### src/rtl/pd_power_sequencer.sv
`default_nettype none
// ============================================================================
// Module   : pd_power_sequencer
// Purpose  : Sequences clock, isolation, retention, power-switch and voltage
//            controls for NUM_PD domains. Optional macro PD_SEQ_PWR_ACK_EN
//            adds pwr_ack handshaking with timeout ACK_TMO.
// Revision : 1.0
// ============================================================================
module pd_power_sequencer #(
  parameter int                NUM_PD   = 3,
  parameter int                NUM_VLVL = 3,
  parameter int                STEP_CYC = 2,
  parameter int                CNT_W    = 8,
  parameter logic [NUM_PD-1:0] RST_PWR  = {NUM_PD{1'b1}}
`ifdef PD_SEQ_PWR_ACK_EN
  ,
  parameter int                ACK_TMO  = 64
`endif
) (
  input  logic                                           clk,
  input  logic                                           reset,
  input  logic                                           req_valid,
  output logic                                           req_ready,
  input  logic [((NUM_PD > 1) ? $clog2(NUM_PD) : 1)-1:0]     req_pd,
  input  logic [1:0]                                     req_op,
  input  logic [((NUM_VLVL > 1) ? $clog2(NUM_VLVL) : 1)-1:0] req_vlvl,
  input  logic [NUM_PD-1:0]                              ret_cfg,
  input  logic [NUM_PD-1:0]                              iso_cfg,
`ifdef PD_SEQ_PWR_ACK_EN
  input  logic [NUM_PD-1:0]                              pwr_ack,
`endif
  output logic [NUM_PD-1:0]                              clk_en,
  output logic [NUM_PD-1:0]                              iso,
  output logic [NUM_PD-1:0]                              ret,
  output logic [NUM_PD-1:0]                              pwr,
  output logic [NUM_PD*NUM_VLVL-1:0]                     vsel,
  output logic                                           done,
  output logic                                           err
);

  localparam int PD_W = (NUM_PD > 1) ? $clog2(NUM_PD) : 1;
  localparam int VL_W = (NUM_VLVL > 1) ? $clog2(NUM_VLVL) : 1;
  localparam int VS_W = NUM_PD * NUM_VLVL;
  localparam logic [VS_W-1:0]  VSEL_RST    = {NUM_PD{NUM_VLVL'(1)}};
  localparam logic [CNT_W-1:0] STEP_RELOAD = CNT_W'(STEP_CYC - 1);
  localparam logic [1:0] OP_OFF  = 2'b00;
  localparam logic [1:0] OP_ON   = 2'b01;
  localparam logic [1:0] OP_VSET = 2'b10;
  localparam logic [1:0] OP_RSVD = 2'b11;

  typedef enum logic [3:0] {
    IDLE, CLK_STOP, ISO_ON, RET_ON, PWR_OFF, PWR_ON,
    RET_OFF, ISO_OFF, CLK_START, V_MAKE, V_BREAK
  } state_t;

  state_t            state_q, state_d;
  logic [CNT_W-1:0]  cnt_q, cnt_d;
  logic [PD_W-1:0]   pd_q, pd_d;
  logic [1:0]        op_q, op_d;
  logic [VL_W-1:0]   vlvl_q, vlvl_d;
  logic              ret_en_q, ret_en_d;
  logic              iso_en_q, iso_en_d;
  logic [NUM_PD-1:0] clk_en_q, clk_en_d;
  logic [NUM_PD-1:0] iso_q, iso_d;
  logic [NUM_PD-1:0] ret_q, ret_d;
  logic [NUM_PD-1:0] pwr_q, pwr_d;
  logic [VS_W-1:0]   vsel_q, vsel_d;
  logic              done_q, done_d;
  logic              err_q, err_d;
  logic              done_pend_q, done_pend_d;
  logic              err_pend_q, err_pend_d;

  logic [NUM_PD-1:0]   w_req_sel, w_sel;
  logic [NUM_VLVL-1:0] w_req_oh, w_new_oh, w_req_vsel;
  logic [VS_W-1:0]     w_vmask, w_vnew;
  logic                w_pd_ok, w_vl_ok, w_req_on, w_reject, w_same_lvl;

`ifdef PD_SEQ_PWR_ACK_EN
  localparam int TMO_W = $clog2(ACK_TMO + 1);
  logic             ack_wait_q, ack_wait_d;
  logic [TMO_W-1:0] tmo_q, tmo_d;
  logic             w_ack, w_tmo;
  assign w_ack = |(pwr_ack & w_sel);
  assign w_tmo = (tmo_q == TMO_W'(ACK_TMO - 1));
`endif

  always_comb begin : p_decode
    w_req_sel  = '0;
    w_sel      = '0;
    w_req_oh   = '0;
    w_new_oh   = '0;
    w_req_vsel = '0;
    w_vmask    = '0;
    w_vnew     = '0;
    for (int l = 0; l < NUM_VLVL; l++) begin
      w_req_oh[l] = (req_vlvl == VL_W'(l));
      w_new_oh[l] = (vlvl_q == VL_W'(l));
    end
    for (int d = 0; d < NUM_PD; d++) begin
      w_req_sel[d] = (req_pd == PD_W'(d));
      w_sel[d]     = (pd_q == PD_W'(d));
      if (w_req_sel[d]) w_req_vsel = vsel_q[d*NUM_VLVL +: NUM_VLVL];
      if (w_sel[d]) begin
        w_vmask[d*NUM_VLVL +: NUM_VLVL] = '1;
        w_vnew[d*NUM_VLVL +: NUM_VLVL]  = w_new_oh;
      end
    end
  end

  // An out-of-range index or level decodes to an all-zero one-hot.
  assign w_pd_ok    = |w_req_sel;
  assign w_vl_ok    = |w_req_oh;
  assign w_req_on   = |(w_req_sel & pwr_q);
  assign w_reject   = !w_pd_ok || !w_vl_ok || (req_op == OP_RSVD) ||
                      ((req_op == OP_OFF)  && !w_req_on) ||
                      ((req_op == OP_ON)   &&  w_req_on) ||
                      ((req_op == OP_VSET) && !w_req_on);
  assign w_same_lvl = (req_op == OP_VSET) && (w_req_vsel == w_req_oh);

  always_comb begin : p_next
    state_d     = state_q;
    cnt_d       = cnt_q;
    pd_d        = pd_q;
    op_d        = op_q;
    vlvl_d      = vlvl_q;
    ret_en_d    = ret_en_q;
    iso_en_d    = iso_en_q;
    clk_en_d    = clk_en_q;
    iso_d       = iso_q;
    ret_d       = ret_q;
    pwr_d       = pwr_q;
    vsel_d      = vsel_q;
    done_d      = done_pend_q;
    err_d       = err_pend_q;
    done_pend_d = 1'b0;
    err_pend_d  = 1'b0;
`ifdef PD_SEQ_PWR_ACK_EN
    ack_wait_d  = ack_wait_q;
    tmo_d       = tmo_q;
`endif
    if (state_q == IDLE) begin
      if (req_valid) begin
        if (w_reject) begin
          err_pend_d = 1'b1;
        end else if (w_same_lvl) begin
          done_pend_d = 1'b1;
        end else begin
          pd_d     = req_pd;
          op_d     = req_op;
          vlvl_d   = req_vlvl;
          ret_en_d = |(ret_cfg & w_req_sel);
          iso_en_d = |(iso_cfg & w_req_sel);
          cnt_d    = '0;
          state_d  = (req_op == OP_ON) ? PWR_ON : CLK_STOP;
        end
      end
    end else if (cnt_q != '0) begin
      cnt_d = cnt_q - CNT_W'(1);
    end else begin
      cnt_d = STEP_RELOAD;
      case (state_q)
        CLK_STOP: begin
          clk_en_d = clk_en_q & ~w_sel;
          if (op_q == OP_VSET) state_d = V_MAKE;
          else if (iso_en_q)   state_d = ISO_ON;
          else if (ret_en_q)   state_d = RET_ON;
          else                 state_d = PWR_OFF;
        end
        ISO_ON: begin
          iso_d   = iso_q | w_sel;
          state_d = ret_en_q ? RET_ON : PWR_OFF;
        end
        RET_ON: begin
          ret_d   = ret_q | w_sel;
          state_d = PWR_OFF;
        end
        PWR_OFF: begin
`ifdef PD_SEQ_PWR_ACK_EN
          if (!ack_wait_q) begin
            pwr_d      = pwr_q & ~w_sel;
            ack_wait_d = 1'b1;
            tmo_d      = '0;
            cnt_d      = '0;
          end else if (!w_ack) begin
            ack_wait_d = 1'b0;
            done_d     = 1'b1;
            state_d    = IDLE;
          end else if (w_tmo) begin
            ack_wait_d = 1'b0;
            err_d      = 1'b1;
            state_d    = IDLE;
          end else begin
            tmo_d = tmo_q + TMO_W'(1);
            cnt_d = '0;
          end
`else
          pwr_d   = pwr_q & ~w_sel;
          done_d  = 1'b1;
          state_d = IDLE;
`endif
        end
        PWR_ON: begin
`ifdef PD_SEQ_PWR_ACK_EN
          if (!ack_wait_q) begin
            pwr_d      = pwr_q | w_sel;
            ack_wait_d = 1'b1;
            tmo_d      = '0;
            cnt_d      = '0;
          end else if (w_ack) begin
            ack_wait_d = 1'b0;
            if (ret_en_q)      state_d = RET_OFF;
            else if (iso_en_q) state_d = ISO_OFF;
            else               state_d = CLK_START;
          end else if (w_tmo) begin
            ack_wait_d = 1'b0;
            err_d      = 1'b1;
            state_d    = IDLE;
          end else begin
            tmo_d = tmo_q + TMO_W'(1);
            cnt_d = '0;
          end
`else
          pwr_d = pwr_q | w_sel;
          if (ret_en_q)      state_d = RET_OFF;
          else if (iso_en_q) state_d = ISO_OFF;
          else               state_d = CLK_START;
`endif
        end
        RET_OFF: begin
          ret_d   = ret_q & ~w_sel;
          state_d = iso_en_q ? ISO_OFF : CLK_START;
        end
        ISO_OFF: begin
          iso_d   = iso_q & ~w_sel;
          state_d = CLK_START;
        end
        CLK_START: begin
          clk_en_d = clk_en_q | w_sel;
          done_d   = 1'b1;
          state_d  = IDLE;
        end
        // Make-before-break: the new level joins the old one before the old drops.
        V_MAKE: begin
          vsel_d  = vsel_q | w_vnew;
          state_d = V_BREAK;
        end
        V_BREAK: begin
          vsel_d  = (vsel_q & ~w_vmask) | w_vnew;
          state_d = CLK_START;
        end
        default: state_d = IDLE;
      endcase
    end
  end

  always_ff @(posedge clk or negedge reset) begin
    if (!reset) begin
      state_q     <= IDLE;
      cnt_q       <= '0;
      pd_q        <= '0;
      op_q        <= '0;
      vlvl_q      <= '0;
      ret_en_q    <= 1'b0;
      iso_en_q    <= 1'b0;
      clk_en_q    <= RST_PWR;
      iso_q       <= '0;
      ret_q       <= '0;
      pwr_q       <= RST_PWR;
      vsel_q      <= VSEL_RST;
      done_q      <= 1'b0;
      err_q       <= 1'b0;
      done_pend_q <= 1'b0;
      err_pend_q  <= 1'b0;
`ifdef PD_SEQ_PWR_ACK_EN
      ack_wait_q  <= 1'b0;
      tmo_q       <= '0;
`endif
    end else begin
      state_q     <= state_d;
      cnt_q       <= cnt_d;
      pd_q        <= pd_d;
      op_q        <= op_d;
      vlvl_q      <= vlvl_d;
      ret_en_q    <= ret_en_d;
      iso_en_q    <= iso_en_d;
      clk_en_q    <= clk_en_d;
      iso_q       <= iso_d;
      ret_q       <= ret_d;
      pwr_q       <= pwr_d;
      vsel_q      <= vsel_d;
      done_q      <= done_d;
      err_q       <= err_d;
      done_pend_q <= done_pend_d;
      err_pend_q  <= err_pend_d;
`ifdef PD_SEQ_PWR_ACK_EN
      ack_wait_q  <= ack_wait_d;
      tmo_q       <= tmo_d;
`endif
    end
  end

  assign req_ready = (state_q == IDLE);
  assign clk_en    = clk_en_q;
  assign iso       = iso_q;
  assign ret       = ret_q;
  assign pwr       = pwr_q;
  assign vsel      = vsel_q;
  assign done      = done_q;
  assign err       = err_q;

endmodule
`default_nettype wire

### config.mk
export PLATFORM = sky130hd
export DESIGN_NAME = pd_power_sequencer
export DESIGN_NICKNAME = d
export VERILOG_FILES = /design/src/rtl/pd_power_sequencer.sv
export SDC_FILE = /design/constraint.sdc
export NUM_CORES = 1
export LEC_CHECK = 0
export ABC_AREA = 1
export BUFFER_PORTS_ARGS = -buffer_cell sky130_fd_sc_hd__buf_2
export CELL_PAD_IN_SITES_DETAIL_PLACEMENT = 0
export CELL_PAD_IN_SITES_GLOBAL_PLACEMENT = 1
export CORE_MARGIN = 2
export CORE_UTILIZATION = 30
export CTS_BUF_LIST = sky130_fd_sc_hd__clkbuf_4 sky130_fd_sc_hd__clkbuf_8
export DETAILED_ROUTE_END_ITERATION = 8
export GPL_ROUTABILITY_DRIVEN = 1
export PLACE_DENSITY_LB_ADDON = 0.1
export SKIP_CTS_REPAIR_TIMING = 1
export SYNTH_ARGS = -nofsm -noshare
export SYNTH_HDL_FRONTEND = slang
export SYNTH_SLANG_ARGS = --single-unit
### constraint.sdc
create_clock -name clk -period 1.95 [get_ports clk]
set_input_delay 0.0975 -clock clk [delete_from_list [all_inputs] [get_ports clk]]
set_output_delay 0.0975 -clock clk [all_outputs]
set_load 0.02 [all_outputs]
==> summary.md <==
| Metric | Value |
|---|---|
| WS Path Type | `flop to flop` |
| Vias in the first global route | `2,174` |
| Critical path arrival | `2.03 ns` |
| Multi-input logic area | `1090 um^2` |
| Tmin final | `1.79 ns` |
| Initial antenna violation count | `0` |
| Largest family of logic cells by synthesized area | `simple AND/OR/NAND/NOR gates` |
| Final setup viols | `0` |
| Detail Route Antenna Nets | `0` |
| CP Capture Type | `flop` |
| Post-route setup TNS | `0 ns` |
| Seq cells post-synth | `45` |
| CTS Buf Count | `5` |
| RePlAce Congestion | `0.795` |
| Placed instance area | `2800 um^2` |
| Final Cycle Share | `0.919` |
| First-pass GRT wire length | `11,100 um` |
| CTS max path bufs | `2` |
| Max cap viols | `0` |
| Total grt overflow | `0` |
| Startpoint types | `flop` |
| Logic gate share of total power | `0.048` |
| Core area | `7770 um^2` |
| Distinct cells, synth | `28` |
| Status | `finished, final reports clean` |
| RSZ-0062 raised after global routing | `no` |
| HPWL Detailed | `5070 um` |
| Maximum clock frequency | `558 MHz` |
| Layout area overhead | `21.3%` |
| Clk sinks | `45` |
| Final WL | `6630 um` |
| Routed WL per cell | `13.9 um` |
| DR vias | `2,246` |
| Peak supply drop | `0.254 mV` |
| Clock transition at path regs | `0.11 ns` |
| Register area share after synthesis | `0.470` |
| Final Max Tran Viols | `0` |
| Clk_lat worst skew | `0.32 ns` |
| CTS tree | `done` |
| Cells after Synth | `319` |
| Crit path max fanout | `6` |
| Row cnt | `32` |
| # DRC | `0` |
| DIE HEIGHT | `93.9 um` |
| H-tree level count | `2` |
| Clock Power Share | `0.428` |
| Clk_skew | `0.0178 ns` |
| Ant diodes | `0` |
| Synthesized area | `2420 um^2` |
| Die footprint | `8810 um^2` |
| Compound-Gate Fraction of Synth Area | `0.123` |
| Sw power | `0.000438 W` |
| Initial core utilization | `0.312` |
| I/O pins | `39` |
| Sequential power share | `0.524` |
| Adder-cell share of the synthesized area | `0.0103` |
| WP data required | `2.19 ns` |
| HP Class | `primary input to flop` |
| Share of post-route cells with drive strength above 1 | `0.216` |
| Synth Warn # | `0` |
| Final hold slack | `0.0714 ns` |
| Pint | `0.00135 W` |
| Detail-routed via count per cell | `4.71` |
| Pre-antenna DRT Iters | `6` |
| Leakage dissipation | `1.44 nW` |
| Endpoints failing hold | `0` |
| Finished Cell Area | `2940 um^2` |
| Sequential Area | `1140 um^2` |
| Simple-Gate Fraction of Synth Area | `0.295` |
| Relative slew slack | `0.612` |
| Die width | `93.9 um` |
| Mean Syn Cell Area | `7.59 um^2` |
| Mux share of post-synthesis cell area | `0` |
| Sw Share | `0.244` |
| CTS root buffer | `clkbuf_8` |
| Final nets | `391` |
| IO Port Bufs | `38` |
| # fillers | `839` |
| Tot GR Track Use | `0.164` |
| Largest net degree at the start of global routing | `46` |
| Initial DRC count | `157` |
| XOR/XNOR Fraction of Synth Area | `0.0181` |
| Synth Net Count | `336` |
| PwrDens | `610 nW/um^2` |
| Worst slew pin tran | `0.582 ns` |
[path summary, 6_finish.rpt]
path	slack, ns	from	cells after the start	to
worst max-delay path	0.16	cnt_q[0]	10	flop
max in group asynchronous	1.15	reset	3	vlvl_q[0]
min in group asynchronous	0.39	reset	3	asynchronous set/reset pin
worst min register to register	0.36	err_d	0	err
worst min-delay path	0.07	req_op[1]	3	op_q[1]
worst max register to register	0.16	cnt_q[0]	10	flop
[cell usage in the layout, fill, tap and decap left out]
cell / instances
o21ai_0: 17
o2111ai_1: 2
o21bai_1: 1
buf_2: 38
inv_1: 45
a21oi_2: 1
o21ai_2: 7
nand3_2: 1
a21oi_1: 3
a221oi_1: 2
nand4_1: 5
nand2_1: 97
inv_6: 2
dfrtp_1: 36
o22ai_1: 8
a21o_1: 1
dfstp_2: 9
ha_1: 2
nand3b_2: 1
nor2_1: 28
nor2_2: 1
nand2_4: 1
dlygate4sd3_1: 1
nor3_1: 9
bufinv_16: 1
o21ai_1: 2
xor2_1: 3
nand3_1: 27
xnor2_1: 2
buf_4: 12
o21a_1: 3
inv_2: 2
clkbuf_8: 5
[worst max-delay path: stages, from the launching register on]
cell	delay, ns
dfrtp_1	0.41
inv_1	0.10
ha_1	0.15
inv_1	0.04
nor3_1	0.12
nand2_1	0.11
nor2_1	0.19
inv_1	0.16
a21oi_2	0.19
nand2_1	0.08
o21ai_0	0.18
[power groups by stage]
stage	Clock, W	Sequential, W	Combinational [W]
floorplan	0	0.000956	0.0000378
global placement	0	0.000957	0.0000878
detailed placement	0	0.000957	0.0000872
CTS	0.000779	0.000940	0.0000877
global route	0.000831	0.000940	0.0000998
finish	0.000767	0.000940	0.0000863
[Yosys cell counts, drive strengths merged]
library cell   n  area (um^2)
a21o           1         7.51
a21oi          4         20.0
a221oi         2         17.5
buf            2         22.5
clkbuf         1         3.75
dfrtp         36          901
dfstp          9          236
ha             2         25.0
inv           47          176
nand2         98          370
nand3         28          145
nand3b         1         11.3
nand4          5         31.3
nor2          29          111
nor3           9         45.0
o2111ai        2         17.5
o21a           3         22.5
o21ai         26          156
o21bai         1         7.51
o22ai          8         50.1
xnor2          2         17.5
xor2           3         26.3
[layout make-up]
type	count	area share
clock buffers	5	0.0234
multi-input cells	224	0.371
inverters	47	0.0600
repair buffers	51	0.0988
well taps	102	0.0434
clock inverters	3	0.0162
flip-flops and latches	45	0.387
[logic make-up (layout without fill, tap and decap cells)]
family / after synthesis / in the layout
xor+xnor: 5 / 5
flops: 45 / 45
buf+inv: 50 / 106
compound gates: 47 / 47
fa+ha+maj: 2 / 2
simple gates: 170 / 170
[metal layers]
layer,GRT usage,share of wire,up-vias
met4,0.0543,0.015,0
met1,0.226,0.47,1048
met2,0.261,0.47,53
li1,-,-,1137
met3,0.0273,0.041,8
met5,0,0,-
[stage by stage]
stage / instances / setup WS, ns / utilization / total power (W)
after detailed placement: 468 / 0.0942 / 0.361 / 0.00104
after global placement: 468 / 0.109 / 0.361 / 0.00104
after CTS: 476 / 0.0757 / 0.376 / 0.00181
final: 477 / 0.159 / 0.378 / 0.00179
after global routing: 477 / 0.00282 / 0.378 / 0.00187
after floorplan: 319 / 0.322 / - / 0.000994
No activity file was read; power rests on OpenSTA's default activity.
